[src/rtl/fifo_wr_ctrl.sv]
// fifo_wr_ctrl: write-side controller for an asynchronous (dual-clock) FIFO.
//
// This block owns the binary/Gray write pointer and drives the write port of an
// external dual-port memory. It brings the read pointer into clk_wr through a
// two-flop synchronizer, and it uses that copy to produce a registered full
// flag and a registered occupancy count.
//
// Optional feature:
//   FIFO_ALMOST_FULL_EN - when this is defined, the almost_full port and its
//                         threshold compare exist. When it is undefined, both
//                         are absent.
//
// Ports:
//   clk_wr       in   write-domain clock (the only clock of this block)
//   rst_wr       in   synchronous, active-high reset
//   in_valid     in   upstream word valid
//   in_data      in   upstream word [WIDTH]
//   in_ready     out  block can accept a word
//   rd_ptr_gray  in   Gray read pointer from the read domain [LSIZE+1], async
//   wr_ptr_gray  out  registered Gray write pointer for the read domain [LSIZE+1]
//   mem_wr_en    out  memory write enable (accepted write this cycle)
//   mem_wr_addr  out  memory write address [LSIZE]
//   mem_data     out  memory write data [WIDTH]
//   full         out  FIFO full, registered
//   wr_count     out  occupancy as seen in the write domain, registered [LSIZE+1]
//   almost_full  out  occupancy >= AF_THRESH, registered (FIFO_ALMOST_FULL_EN only)

module fifo_wr_ctrl #(
  parameter int WIDTH     = 16,
  parameter int SIZE      = 64,
  parameter int LSIZE     = $clog2(SIZE),
  parameter int AF_THRESH = SIZE - 4
) (
  input  logic             clk_wr,
  input  logic             rst_wr,
  input  logic             in_valid,
  input  logic [WIDTH-1:0] in_data,
  output logic             in_ready,
  input  logic [LSIZE:0]   rd_ptr_gray,
  output logic [LSIZE:0]   wr_ptr_gray,
  output logic             mem_wr_en,
  output logic [LSIZE-1:0] mem_wr_addr,
  output logic [WIDTH-1:0] mem_data,
  output logic             full,
  output logic [LSIZE:0]   wr_count
`ifdef FIFO_ALMOST_FULL_EN
  ,
  output logic             almost_full
`endif
);

  if (SIZE < 4 || (SIZE & (SIZE - 1)) != 0 || AF_THRESH > SIZE || AF_THRESH < 0)
  begin : g_bad_param
    $error("fifo_wr_ctrl: SIZE must be a power of two >= 4 and 0 <= AF_THRESH <= SIZE");
  end

  function automatic logic [LSIZE:0] bin2gray(input logic [LSIZE:0] b);
    return b ^ (b >> 1);
  endfunction

  function automatic logic [LSIZE:0] gray2bin(input logic [LSIZE:0] g);
    logic [LSIZE:0] b;
    b[LSIZE] = g[LSIZE];
    for (int i = LSIZE - 1; i >= 0; i--) begin
      b[i] = b[i+1] ^ g[i];
    end
    return b;
  endfunction

  logic [LSIZE:0] wr_bin;
  logic [LSIZE:0] wr_bin_next;
  logic [LSIZE:0] wr_gray_next;
  logic [LSIZE:0] rd_sync1;
  logic [LSIZE:0] rd_sync2;
  logic [LSIZE:0] rd_bin_sync;
  logic [LSIZE:0] wr_count_next;
  logic [LSIZE:0] rd_gray_full;
  logic           full_next;
  // This flag is set by reset and stays set until the first clk_wr edge that
  // sees rst_wr low. Until then in_ready is held low.
  logic           rst_hold;

  // in_ready is built only from registered state and rst_wr. in_valid does not
  // feed it, so there is no combinational path from valid to ready.
  assign in_ready    = !full && !rst_hold && !rst_wr;
  assign mem_wr_en   = in_valid && in_ready;
  assign mem_wr_addr = wr_bin[LSIZE-1:0];
  assign mem_data    = in_data;

  assign wr_bin_next  = wr_bin + {{LSIZE{1'b0}}, mem_wr_en};
  assign wr_gray_next = bin2gray(wr_bin_next);
  assign rd_bin_sync  = gray2bin(rd_sync2);

  // The FIFO is full when the write pointer is exactly SIZE ahead of the read
  // pointer. In Gray code that means the top two bits are inverted and the
  // remaining bits are equal.
  assign rd_gray_full  = {~rd_sync2[LSIZE:LSIZE-1], rd_sync2[LSIZE-2:0]};
  assign full_next     = (wr_gray_next == rd_gray_full);
  assign wr_count_next = wr_bin_next - rd_bin_sync;

  always_ff @(posedge clk_wr) begin
    if (rst_wr) begin
      wr_bin      <= '0;
      wr_ptr_gray <= '0;
      rd_sync1    <= '0;
      rd_sync2    <= '0;
      full        <= 1'b0;
      wr_count    <= '0;
      rst_hold    <= 1'b1;
    end else begin
      rd_sync1    <= rd_ptr_gray;
      rd_sync2    <= rd_sync1;
      wr_bin      <= wr_bin_next;
      wr_ptr_gray <= wr_gray_next;
      full        <= full_next;
      wr_count    <= wr_count_next;
      rst_hold    <= 1'b0;
    end
  end

`ifdef FIFO_ALMOST_FULL_EN
  localparam logic [LSIZE:0] AF_THRESH_W = AF_THRESH[LSIZE:0];

  always_ff @(posedge clk_wr) begin
    if (rst_wr) begin
      almost_full <= 1'b0;
    end else begin
      almost_full <= (wr_count_next >= AF_THRESH_W);
    end
  end
`endif

endmodule

[config.mk]
export PLATFORM = sky130hd
export DESIGN_NAME = fifo_wr_ctrl
export DESIGN_NICKNAME = d
export VERILOG_FILES = /design/src/rtl/fifo_wr_ctrl.sv
export SDC_FILE = /design/constraint.sdc
export NUM_CORES = 1
export LEC_CHECK = 0
export BUFFER_PORTS_ARGS = -buffer_cell sky130_fd_sc_hd__buf_4
export CORE_MARGIN = 5
export CORE_UTILIZATION = 43
export DETAILED_ROUTE_END_ITERATION = 12
export GPL_TIMING_DRIVEN = 0
export PLACE_DENSITY = 0.76
export SLEW_MARGIN = 20
export SYNTH_ARGS = -nofsm -noshare
export SYNTH_HDL_FRONTEND = slang
export SYNTH_SLANG_ARGS = --single-unit
[constraint.sdc]
create_clock -name clk_wr -period 3.4 [get_ports clk_wr]
set_input_delay 0.17 -clock clk_wr [delete_from_list [all_inputs] [get_ports clk_wr]]
set_output_delay 0.17 -clock clk_wr [all_outputs]
set_load 0.005 [all_outputs]
==> results.tsv <==
stage	metric	value	unit
status	status	complete, no violations	
timing	Final setup viols	0	
timing	slew margin rel.	65.2	%
pwr	Final Total Pwr	999	uW
place	DP Wirelength	2550	microns
yosys	sequential area share after synthesis	42.3	%
yosys	Cells after Synth	171	
clocking	clk_lat worst skew	0.29	ns
yosys	synthesized area per cell	9.97	sq um
route	DRT iter0 DRCs	47	
timing	Least-Margin Pin Slew	0.522	ns
die	Die W	73.0	microns
place	gpl congestion	0.750	
die	Cell Rows	22	
worst_setup_path	CP Class	flop to flop	
timing	Final Critical Period	3.24	ns
flow_run	max_cap viols	0	
yosys	#FFs+latches synth	36	
pwr	leakage power	0.00108	uW
timing	Max Freq	0.309	GHz
place	PortBufs	48	
cells_and_area	final net count	265	
timing	RSZ-0062 raised after global routing	false	
global_route	global-route wire length before repair	5520	microns
yosys	Syn Nets	205	
yosys	Post-synth EDFFs	0	
worst_setup_path	Crit. End Element	flop	
clocking	clock root buffer	clkbuf_8	
route	final WL	3280	microns
worst_setup_path	worst-path fanout max	3	
yosys	Synth area leader	dfxtp_1	
timing	setup_tns	0	ns
route	drc violations	0	
cells_and_area	number of fill cells	346	
die	core area	3740	sq um
die	initial core utilization	45.5	%
clocking	CTS HTree Levels	2	
worst_hold_path	worst min-delay path class	input pin to flop	
cells_and_area	Post-Route Utilization	62.2	%
worst_setup_path	WP data arrival	3.40	ns
clocking	clock slew at reported path FFs	0.07	ns
timing	Hold Fails Final Rpt	0	
clocking	Clock Tree Buf Depth	2	
clocking	CTS tree	yes	
die	io pins	65	
clocking	clock net sink count	36	
pwr	Pwr Density	429	nW/um^2
worst_setup_path	crit path launch type	flop	
timing	Hold Slack	0.0127	ns
route	Routed Antenna Nets	0	
cells_and_area	n_diodes	0	
yosys	ys flop type	dfxtp_1	
yosys	ys async rst share	0	%
pwr	maximum vdd drop	0.246	mV
cells_and_area	fraction of layout cells with a size suffix above 1	38.4	%
global_route	GR Util All Layers	13.6	%
die	die area	5320	sq um
timing	Slew Viols, Final	0	
cells_and_area	Area Growth Syn to Fin	36.6	%
route	DR vias/cell	4.57	
die	Die Y	73.0	microns
route	routed len/inst	11.7	microns
yosys	YS warnings	0	
yosys	unique cell type count in the Yosys netlist	32	
yosys	post-synth top area share	42.3	%
global_route	pin count of the biggest net entering global routing	12	
route	Detailed Routing Iterations Pass 1	4	
yosys	synth top area cells	dfxtp_1 42%, xnor2_1 8.2%, buf_4 7.0%	
global_route	grt ovf	0	
clocking	clock buffer count from CTS	5	
global_route	initial antenna violation count	0	
route	via count	1280	
worst_setup_path	Worst EP required	3.56	ns
yosys	Mapped Area	1700	sq um
global_route	vias in the first global route	1299	
clocking	# hold bufs at CTS	0	
timing	fin crit share	95.2	%
timing	final setup skew	0.00528	ns
what timing repair did:
item | in CTS | in global routing
gates resized for setup | 3 | 6
buffers inserted | 3 | 2
endpoints found under the setup margin | 1 | 1
pin swaps | 3 | 3
cloned | 0 | 0
report_power, final:
| group | leakage (uW) | switching [uW] | internal (uW) |
|---|---|---|---|
| logic | 0.000728 | 93.5 | 134 |
| registers | 0.000296 | 11.3 | 451 |
| clock network | 0.0000510 | 147 | 161 |
layout by cell type, fill, tap and decap left out:
master    netlist  final
buf_4          16     69
dfxtp_1        36     35
nor2_1         19     19
nor2b_1        18     18
xnor2_1        16     15
xor2_1         11      9
nand2_1         8      8
inv_1           6      6
ha_1            7      6
clkbuf_8        0      6
nor3_1          4      4
nand3_1         4      4
xor2_4          1      3
xnor2_4         1      2
a211oi_1        2      2
clkbuf_1        2      2
a21oi_1         2      2
or4_1           2      2
and4b_1         2      2
clkinv_2        0      2
buf_2           1      1
and2_1          1      1
xnor3_2         1      1
xor2_2          1      1
buf_1           1      1
o21ai_0         1      1
a311oi_1        1      1
mux2i_1         1      1
a221oi_4        0      1
or2b_1          1      1
or3_1           1      1
and3_1          1      1
nor4_1          1      1
fa_2            0      1
ha_2            0      1
dfxtp_2         0      1
path summary, 6_finish.rpt:
check	from	to	slack, ns	depth (start not counted)
worst max-delay path	rd_sync2[6]	wr_count[6]	0.16	11
worst min-delay path	rst_wr	rst_hold	0.01	1
worst max register to register	rd_sync2[6]	wr_count[6]	0.16	11
worst min register to register	rd_sync1[5]	rd_sync2[5]	0.43	1
logic make-up after synthesis:
family | Yosys count | synth area share, %
AND/OR/NAND/NOR | 62 | 18.9
flip-flops | 36 | 42.3
AO/OA/AOI/OAI | 7 | 3.16
multiplexers | 1 | 0.587
XOR/XNOR | 31 | 19.5
adder cells (fa/ha/maj) | 8 | 6.31
buffers and inverters | 26 | 9.32
synthesized netlist by cell type, drive strengths merged, types with 4 or more instances:
library cell / instances
xnor2: 17
nor3: 4
dfxtp: 36
nand2: 8
nand3: 4
buf: 18
nor2b: 18
nor2: 19
xor2: 13
ha: 7
inv: 6
critical path: stages, from the launching register on:
cell and delay [ns]:
dfxtp_2 0.35, xnor3_2 0.48, xnor2_4 0.23, xnor2_4 0.17
xor2_2 0.20, xnor2_1 0.15, ha_2 0.21, inv_1 0.05
fa_2 0.37, a221oi_4 0.29, nor4_1 0.09, or4_1 0.52
metrics by stage:
stage / instance area (sq um) / setup WS [ns] / instances
after global placement: 2130 / -0.201 / 267
final: 2330 / 0.163 / 280
after CTS: 2280 / 0.0271 / 278
after global routing: 2330 / 0.0262 / 280
after detailed placement: 2130 / -0.258 / 267
after floorplan: 1710 / 0.0630 / 171
registers in the layout, summed over array words and instances (netlist names):
name	flops
rst_hold	1
rd_sync1	7
wr_bin	6
rd_sync2	7
wr_ptr_gray	7
full	1
wr_count	7
metal layers:
| layer | vias up | track usage, % | share of wire, % |
|---|---|---|---|
| li1 | 650 | - | - |
| met5 | - | 0 | 0 |
| met4 | 0 | 7.58 | 2.6 |
| met1 | 573 | 16.1 | 41 |
| met3 | 7 | 3.58 | 8.6 |
| met2 | 50 | 22.1 | 48 |
layout make-up:
type | count | area (sq um) | share of cell area [%]
tap | 48 | 60.1 | 2.58
inverter | 6 | 22.5 | 0.967
sequential | 36 | 722 | 31.0
buffer | 20 | 136 | 5.86
clock inverter | 2 | 10.0 | 0.430
clock buffer | 6 | 82.6 | 3.55
timing repair buffer | 53 | 398 | 17.1
multi-input combinational | 109 | 897 | 38.5
Note: power is estimated with default switching activity, not from simulation.
